### config.mk
export PLATFORM = sky130hd
export DESIGN_NAME = main_fsm_flat
export DESIGN_NICKNAME = d
export VERILOG_FILES = /design/src/rtl/riscv_ctrl_pkg.sv /design/src/rtl/main_fsm_if.sv /design/src/rtl/main_fsm_outdec.sv /design/src/rtl/main_fsm.sv /design/src/flat_wrapper.sv
export SDC_FILE = /design/constraint.sdc
export NUM_CORES = 1
export LEC_CHECK = 0
export ABC_CLOCK_PERIOD_IN_PS = 1600
export BUFFER_PORTS_ARGS = -buffer_cell sky130_fd_sc_hd__buf_2
export CORE_MARGIN = 2
export CORE_UTILIZATION = 45
export CTS_CLUSTER_DIAMETER = 150
export DETAILED_ROUTE_END_ITERATION = 10
export MAX_ROUTING_LAYER = met4
export PLACE_DENSITY = 0.87
export SETUP_SLACK_MARGIN = 0.05
export SLEW_MARGIN = 0
export SYNTH_ARGS = -nofsm -noshare
export SYNTH_HDL_FRONTEND = slang
export SYNTH_SLANG_ARGS = --single-unit
### constraint.sdc
create_clock -name clk -period 1.6 [get_ports clk]
set_input_delay 0.08 -clock clk [delete_from_list [all_inputs] [get_ports clk]]
set_output_delay 0.08 -clock clk [all_outputs]
set_load 0.05 [all_outputs]
### src/rtl/riscv_ctrl_pkg.sv
// Shared controller types: FSM state enum, opcodes, mux-select encodings, control word.
// MAIN_FSM_ILLEGAL_TRAP_EN adds the ILLEGAL state to the enum.
package riscv_ctrl_pkg;

  typedef enum logic [3:0] {
    S_FETCH,
    S_DECODE,
    S_MEMADR,
    S_MEMREAD,
    S_MEMWRITE,
    S_MEMWB,
    S_EXECR,
    S_EXECI,
    S_ALUWB,
    S_BEQ,
    S_JAL
`ifdef MAIN_FSM_ILLEGAL_TRAP_EN
    , S_ILLEGAL
`endif
  } state_t;

  localparam logic [6:0] OP_LW    = 7'b0000011;
  localparam logic [6:0] OP_SW    = 7'b0100011;
  localparam logic [6:0] OP_RTYPE = 7'b0110011;
  localparam logic [6:0] OP_ITYPE = 7'b0010011;
  localparam logic [6:0] OP_BEQ   = 7'b1100011;
  localparam logic [6:0] OP_JAL   = 7'b1101111;

  localparam logic [1:0] RES_ALUOUT    = 2'b00;
  localparam logic [1:0] RES_DATA      = 2'b01;
  localparam logic [1:0] RES_ALURESULT = 2'b10;

  localparam logic [1:0] SRCA_PC    = 2'b00;
  localparam logic [1:0] SRCA_OLDPC = 2'b01;
  localparam logic [1:0] SRCA_RD1   = 2'b10;

  localparam logic [1:0] SRCB_RD2  = 2'b00;
  localparam logic [1:0] SRCB_IMM  = 2'b01;
  localparam logic [1:0] SRCB_FOUR = 2'b10;

  localparam logic [1:0] ALUOP_ADD   = 2'b00;
  localparam logic [1:0] ALUOP_SUB   = 2'b01;
  localparam logic [1:0] ALUOP_FUNCT = 2'b10;

  typedef struct packed {
    logic       pc_write;
    logic       adr_src;
    logic       ir_write;
    logic       mem_write;
    logic       reg_write;
    logic [1:0] result_src;
    logic [1:0] alu_src_a;
    logic [1:0] alu_src_b;
    logic [1:0] alu_op;
    logic       illegal_instr;
  } ctrl_t;

endpackage

### src/rtl/main_fsm_if.sv
// Controller <-> datapath/memory signal bundle for main_fsm, plus the FSM state as a debug view.
interface main_fsm_if;
  import riscv_ctrl_pkg::*;

  // mem_ready is the memory's ready for the access currently presented: an access
  // completes only in a cycle where mem_ready=1, and the FSM holds its state otherwise.
  logic [6:0] op;
  logic       zero;
  logic       mem_ready;
  logic       pc_write;
  logic       adr_src;
  logic       ir_write;
  logic       mem_write;
  logic       reg_write;
  logic [1:0] result_src;
  logic [1:0] alu_src_a;
  logic [1:0] alu_src_b;
  logic [1:0] alu_op;
  logic       illegal_instr;
  state_t     state;

  modport master (
    input  op, zero, mem_ready,
    output pc_write, adr_src, ir_write, mem_write, reg_write,
    output result_src, alu_src_a, alu_src_b, alu_op, illegal_instr, state
  );

  modport slave (
    output op, zero, mem_ready,
    input  pc_write, adr_src, ir_write, mem_write, reg_write,
    input  result_src, alu_src_a, alu_src_b, alu_op, illegal_instr, state
  );
endinterface

### src/rtl/main_fsm_outdec.sv
// Moore output decode: state -> control word; mem_ready gates fetch, zero gates branch.
// MAIN_FSM_ILLEGAL_TRAP_EN enables decoding of the ILLEGAL state.
module main_fsm_outdec
  import riscv_ctrl_pkg::*;
(
  input  state_t state,
  input  logic   mem_ready,
  input  logic   zero,
  output ctrl_t  ctrl
);

  logic pc_update;
  logic branch;

  always_comb begin
    ctrl       = '0;
    pc_update  = 1'b0;
    branch     = 1'b0;
    case (state)
      S_FETCH: begin
        ctrl.alu_src_a  = SRCA_PC;
        ctrl.alu_src_b  = SRCB_FOUR;
        ctrl.alu_op     = ALUOP_ADD;
        ctrl.result_src = RES_ALURESULT;
        ctrl.adr_src    = 1'b0;
        ctrl.ir_write   = mem_ready;
        pc_update       = mem_ready;
      end
      S_DECODE: begin
        ctrl.alu_src_a = SRCA_OLDPC;
        ctrl.alu_src_b = SRCB_IMM;
        ctrl.alu_op    = ALUOP_ADD;
      end
      S_MEMADR: begin
        ctrl.alu_src_a = SRCA_RD1;
        ctrl.alu_src_b = SRCB_IMM;
        ctrl.alu_op    = ALUOP_ADD;
      end
      S_MEMREAD: begin
        ctrl.result_src = RES_ALUOUT;
        ctrl.adr_src    = 1'b1;
      end
      S_MEMWRITE: begin
        ctrl.result_src = RES_ALUOUT;
        ctrl.adr_src    = 1'b1;
        ctrl.mem_write  = 1'b1;
      end
      S_MEMWB: begin
        ctrl.result_src = RES_DATA;
        ctrl.reg_write  = 1'b1;
      end
      S_EXECR: begin
        ctrl.alu_src_a = SRCA_RD1;
        ctrl.alu_src_b = SRCB_RD2;
        ctrl.alu_op    = ALUOP_FUNCT;
      end
      S_EXECI: begin
        ctrl.alu_src_a = SRCA_RD1;
        ctrl.alu_src_b = SRCB_IMM;
        ctrl.alu_op    = ALUOP_FUNCT;
      end
      S_ALUWB: begin
        ctrl.result_src = RES_ALUOUT;
        ctrl.reg_write  = 1'b1;
      end
      S_BEQ: begin
        ctrl.alu_src_a  = SRCA_RD1;
        ctrl.alu_src_b  = SRCB_RD2;
        ctrl.alu_op     = ALUOP_SUB;
        ctrl.result_src = RES_ALUOUT;
        branch          = 1'b1;
      end
      S_JAL: begin
        ctrl.alu_src_a  = SRCA_OLDPC;
        ctrl.alu_src_b  = SRCB_FOUR;
        ctrl.alu_op     = ALUOP_ADD;
        ctrl.result_src = RES_ALUOUT;
        pc_update       = 1'b1;
      end
`ifdef MAIN_FSM_ILLEGAL_TRAP_EN
      S_ILLEGAL: ctrl.illegal_instr = 1'b1;
`endif
      default: ctrl = '0;
    endcase
    // Branch resolves combinationally from zero in the BEQ cycle.
    ctrl.pc_write = pc_update | (branch & zero);
  end

endmodule

### src/rtl/main_fsm.sv
// Multi-cycle RISC-V main control FSM: state register, next-state logic, reset gating of outputs.
// MAIN_FSM_ILLEGAL_TRAP_EN: unknown opcodes trap in ILLEGAL instead of being skipped.
module main_fsm
  import riscv_ctrl_pkg::*;
(
  input logic       clk,
  input logic       reset,
  main_fsm_if.master bus
);

  state_t state;
  state_t state_next;
  state_t dec_state;
  ctrl_t  raw;

  always_ff @(posedge clk) begin
    if (reset) state <= S_FETCH;
    else       state <= state_next;
  end

  always_comb begin
    state_next = state;
    case (state)
      S_FETCH:    if (bus.mem_ready) state_next = S_DECODE;
      S_DECODE: begin
        case (bus.op)
          OP_LW, OP_SW: state_next = S_MEMADR;
          OP_RTYPE:     state_next = S_EXECR;
          OP_ITYPE:     state_next = S_EXECI;
          OP_BEQ:       state_next = S_BEQ;
          OP_JAL:       state_next = S_JAL;
`ifdef MAIN_FSM_ILLEGAL_TRAP_EN
          default:      state_next = S_ILLEGAL;
`else
          default:      state_next = S_FETCH;
`endif
        endcase
      end
      S_MEMADR:   state_next = (bus.op == OP_LW) ? S_MEMREAD : S_MEMWRITE;
      S_MEMREAD:  if (bus.mem_ready) state_next = S_MEMWB;
      S_MEMWRITE: if (bus.mem_ready) state_next = S_FETCH;
      S_MEMWB:    state_next = S_FETCH;
      S_EXECR:    state_next = S_ALUWB;
      S_EXECI:    state_next = S_ALUWB;
      S_ALUWB:    state_next = S_FETCH;
      S_BEQ:      state_next = S_FETCH;
      S_JAL:      state_next = S_ALUWB;
`ifdef MAIN_FSM_ILLEGAL_TRAP_EN
      S_ILLEGAL:  state_next = S_ILLEGAL;
`endif
      default:    state_next = S_FETCH;
    endcase
  end

  // During reset the selects show FETCH values even if the register still holds a mid-instruction state.
  assign dec_state = reset ? S_FETCH : state;

  main_fsm_outdec u_outdec (
    .state     (dec_state),
    .mem_ready (bus.mem_ready),
    .zero      (bus.zero),
    .ctrl      (raw)
  );

  assign bus.pc_write      = raw.pc_write & ~reset;
  assign bus.ir_write      = raw.ir_write & ~reset;
  assign bus.mem_write     = raw.mem_write & ~reset;
  assign bus.reg_write     = raw.reg_write & ~reset;
  assign bus.adr_src       = raw.adr_src;
  assign bus.result_src    = raw.result_src;
  assign bus.alu_src_a     = raw.alu_src_a;
  assign bus.alu_src_b     = raw.alu_src_b;
  assign bus.alu_op        = raw.alu_op;
  assign bus.illegal_instr = raw.illegal_instr;
  assign bus.state         = state;

endmodule

### src/flat_wrapper.sv
// flat-port wrapper written by rule: the top's interface ports become plain ports
module main_fsm_flat import riscv_ctrl_pkg::*;
  (clk, reset, bus_op, bus_zero, bus_mem_ready, bus_pc_write, bus_adr_src, bus_ir_write, bus_mem_write, bus_reg_write, bus_result_src, bus_alu_src_a, bus_alu_src_b, bus_alu_op, bus_illegal_instr, bus_state);
  main_fsm_if bus_i ();
  input logic clk;
  input logic reset;
  input wire logic [$bits(bus_i.op)-1:0] bus_op;
  input wire logic [$bits(bus_i.zero)-1:0] bus_zero;
  input wire logic [$bits(bus_i.mem_ready)-1:0] bus_mem_ready;
  output wire logic [$bits(bus_i.pc_write)-1:0] bus_pc_write;
  output wire logic [$bits(bus_i.adr_src)-1:0] bus_adr_src;
  output wire logic [$bits(bus_i.ir_write)-1:0] bus_ir_write;
  output wire logic [$bits(bus_i.mem_write)-1:0] bus_mem_write;
  output wire logic [$bits(bus_i.reg_write)-1:0] bus_reg_write;
  output wire logic [$bits(bus_i.result_src)-1:0] bus_result_src;
  output wire logic [$bits(bus_i.alu_src_a)-1:0] bus_alu_src_a;
  output wire logic [$bits(bus_i.alu_src_b)-1:0] bus_alu_src_b;
  output wire logic [$bits(bus_i.alu_op)-1:0] bus_alu_op;
  output wire logic [$bits(bus_i.illegal_instr)-1:0] bus_illegal_instr;
  output wire logic [$bits(bus_i.state)-1:0] bus_state;
  assign bus_i.op = bus_op;
  assign bus_i.zero = bus_zero;
  assign bus_i.mem_ready = bus_mem_ready;
  assign bus_pc_write = bus_i.pc_write;
  assign bus_adr_src = bus_i.adr_src;
  assign bus_ir_write = bus_i.ir_write;
  assign bus_mem_write = bus_i.mem_write;
  assign bus_reg_write = bus_i.reg_write;
  assign bus_result_src = bus_i.result_src;
  assign bus_alu_src_a = bus_i.alu_src_a;
  assign bus_alu_src_b = bus_i.alu_src_b;
  assign bus_alu_op = bus_i.alu_op;
  assign bus_illegal_instr = bus_i.illegal_instr;
  assign bus_state = bus_i.state;
  main_fsm u_core (.clk(clk), .reset(reset), .bus(bus_i));
endmodule
==> qor.log <==
INFO  logic_synthesis synth_enable_flop_cells=0
INFO  drt            route.final.wire_length=2.192mm
INFO  placement      portBuffers=27
INFO  hold_path      worstHoldPathCells=3
INFO  clocking       hold_buffers=0
INFO  global_route   pin_count_of_the_biggest_net_entering_global_routing=20
INFO  floorplan      coreArea=0.001301mm^2
INFO  setup_path     required=1.52ns
INFO  placement      gpl.final_weighted_congestion=0.7908
INFO  power          leakage=0.0004161uW
INFO  global_route   initial_antenna_violation_count=0
INFO  logic_synthesis post_synthesis_cells=91
INFO  logic_synthesis syn_std_cell_area=624.3um^2
INFO  setup_path     worstRegToRegCells=5
INFO  finish         finalNetCount=139
INFO  logic_synthesis synth.distinct_cells=42
INFO  clocking       num_cts_buffers=3
INFO  hold_path      min-delay-path-class=input pin to register
INFO  floorplan      die_width=41.25um
INFO  timing         rsz_0062_raised_after_global_routing=yes
INFO  placement      detailedPlace.worstSlack=0.1306ns
INFO  finish         mostFrequentLayoutCell=buf_2
INFO  global_route   gr-total-overflow=0
INFO  logic_synthesis synth_area_leader_cell=dfxtp_1
INFO  floorplan      die_height=41.25um
INFO  hold_path      min_from=bus_op[4]
INFO  drt            first_iter_violations=39
INFO  finish         fraction_of_layout_instances_using_a_drive_strength_above_1=54.33%
INFO  finish         antenna_fix_cells=0
INFO  timing         period_share=96.48%
INFO  clocking       cts-htree-levels=1
INFO  logic_synthesis yosys_warnings=0
INFO  power          power=513.3uW
INFO  global_route   globalRouteTotalUtil=24.77%
INFO  power          powerDensity=506.5mW/mm^2
INFO  drt            detail_route.drc_violations=0
INFO  logic_synthesis synth_sequential_area_ratio=12.83%
INFO  setup_path     crit_type=register to output pin
INFO  logic_synthesis asyncSetResetFlopFracSynth=0%
INFO  logic_synthesis main_area_contributors_after_synthesis=dfxtp_1, nor2_1, a21oi_1
INFO  floorplan      pin_count=29
INFO  timing         setup_ws=0.05629ns
INFO  job            maxCapViolations=0
INFO  floorplan      initial_util=47.98%
INFO  logic_synthesis synth_top_area_share=12.83%
INFO  floorplan      fp-row-count=13
INFO  clocking       numClockSinks=4
INFO  setup_path     cp_data_arrival_time=1.46ns
INFO  drt            post_drt_wl_per_cell=15.44um
INFO  setup_path     crit_end_category=output pin
INFO  power          irDropWorstVdd=0.3389mV
INFO  timing         holdWs=0.2023ns
INFO  placement      post-dp-hpwl=1.250mm
INFO  drt            vias=824
INFO  clocking       max-clock-path-buffers=2
INFO  timing         report.final.hold_viol_count=0
INFO  finish         largest_registers=u_core.bus.state (4)
INFO  setup_path     critPathMaxFanout=6
INFO  clocking       clk_root_buffer_cell=clkbuf_4
INFO  timing         finalSetupViolations=0
INFO  setup_path     critical_path.reg2reg.endpoint=u_core.bus.state[3]
INFO  timing         skew=0.002615ns
INFO  setup_path     startpoint_type=register
INFO  timing         max_freq=0.6478GHz
INFO  logic_synthesis syn_area_per_cell=6.861um^2
INFO  finish         finalInstanceArea=0.001013mm^2
INFO  global_route   global_route_wire_length_before_repair=2.746mm
INFO  setup_path     timing.rr.start=u_core.bus.state[1]
INFO  timing         report.final.slew_viol_count=0
INFO  finish         final.fill_count=84
INFO  floorplan      die_ar=0.001702mm^2
INFO  timing         min_period=1.544ns
INFO  global_route   via_count_of_the_first_global_routing_pass=665
INFO  finish         registers.top_by_ff_count=u_core.bus.state
INFO  clocking       tritoncts_clock_tree=built
INFO  setup_path     register_to_register_setup_slack=0.24ns
INFO  logic_synthesis ys_dominant_reg_cell=dfxtp_1
INFO  drt            detailed_routing_iterations_pass_1=4
INFO  logic_synthesis yosys_register_bits=4
INFO  drt            detail_routed_via_count_per_cell=5.803
INFO  finish         largest_reg_flops=4
INFO  clocking       clock_latency=0.24ns
INFO  finish         syn_to_final_growth=62.32%
INFO  clocking       clock_pin_slew_of_the_registers_on_the_worst_case_setup_and_hold_paths=0.04ns
INFO  drt            drt.antenna.violating_nets=0
INFO  outcome        run_status=completed
INFO  hold_path      holdPathEnd=u_core.bus.state[2]
INFO  logic_synthesis syn_nets=102
INFO  placement      place_area=837.1um^2
INFO  finish         layout_common_cells=buf_2, buf_4, nor2_1
layout make-up:
cell class	count	area (um^2)	share of cell area [%]
sequential	4	95.09	9.383
multi-input combinational	77	590.6	58.27
inverter	1	3.754	0.3704
tap	15	18.77	1.852
timing repair buffer	41	279.0	27.53
clock buffer	4	26.28	2.593
synthesized netlist by cell type (all sizes together) (2+ instances only):
cell     instances
nor2            14
nor3             8
a21oi            7
buf              7
nand2            6
nand2b           5
dfxtp            4
or3              4
nand3b           3
o21ai            3
a2111oi          2
and3             2
clkbuf           2
nor2b            2
nor3b            2
or2              2
cell families (layout without fill, tap and decap cells):
| kind of cell | after synthesis | count (layout) | synth area share [%] |
|---|---|---|---|
| AND/OR/NAND/NOR | 53 | 53 | 49.10 |
| AO/OA/AOI/OAI | 20 | 20 | 23.05 |
| buffers and inverters | 10 | 46 | 9.820 |
| flip-flops | 4 | 4 | 12.83 |
| XOR/XNOR | 2 | 2 | 2.806 |
| other | 1 | 1 | 0.6006 |
| multiplexers | 1 | 1 | 1.803 |
worst max-delay path, cell delays in order, from the launching register on:
cell	delay, ns
dfxtp_4	0.38
clkbuf_2	0.18
nand2_2	0.11
a2111oi_4	0.36
buf_6	0.20
power breakdown:
group	internal (uW)	switching [uW]
clock network	94.2	49.9
registers	101	16.0
logic	93.4	159
repair_timing:
item / 4_1_cts / 5_1_grt
pin swaps: 0 / 3
gates resized for setup: 12 / 9
cloned: 0 / 0
endpoints found under the hold margin: 0 / 0
buffers inserted: 2 / 10
endpoints found under the setup margin: 7 / 8
per-layer routing:
metal  GRT usage, %  part of all wire (%)
met1          32.37                    41
met2          38.67                    50
met3          2.717                   7.5
met4          9.677                   1.2
met5              -                     0
through the flow:
| step | setup TNS, ns | util, % | instances |
|---|---|---|---|
| final | 0 | 77.88 | 142 |
| after global routing | -0.02148 | 77.88 | 142 |
| after CTS | 0 | 69.81 | 132 |
| after detailed placement | 0 | 64.33 | 126 |
| after global placement | 0 | 64.33 | 126 |
| after floorplan | -0.4593 | - | 91 |
worst max path at each step:
stage                              from                to  slack (ns)  cells past startpoint
finish              u_core.bus.state[1]  bus_alu_src_b[0]        0.06                      4
global route        u_core.bus.state[1]  bus_alu_src_a[0]       -0.01                      5
CTS                 u_core.bus.state[1]      bus_pc_write       0.002                      5
detailed placement  u_core.bus.state[1]      bus_pc_write        0.13                      5
global placement    u_core.bus.state[1]      bus_pc_write        0.17                      5
floorplan           u_core.bus.state[0]      bus_pc_write       -0.35                      5
(Power assumes the default switching activity.)
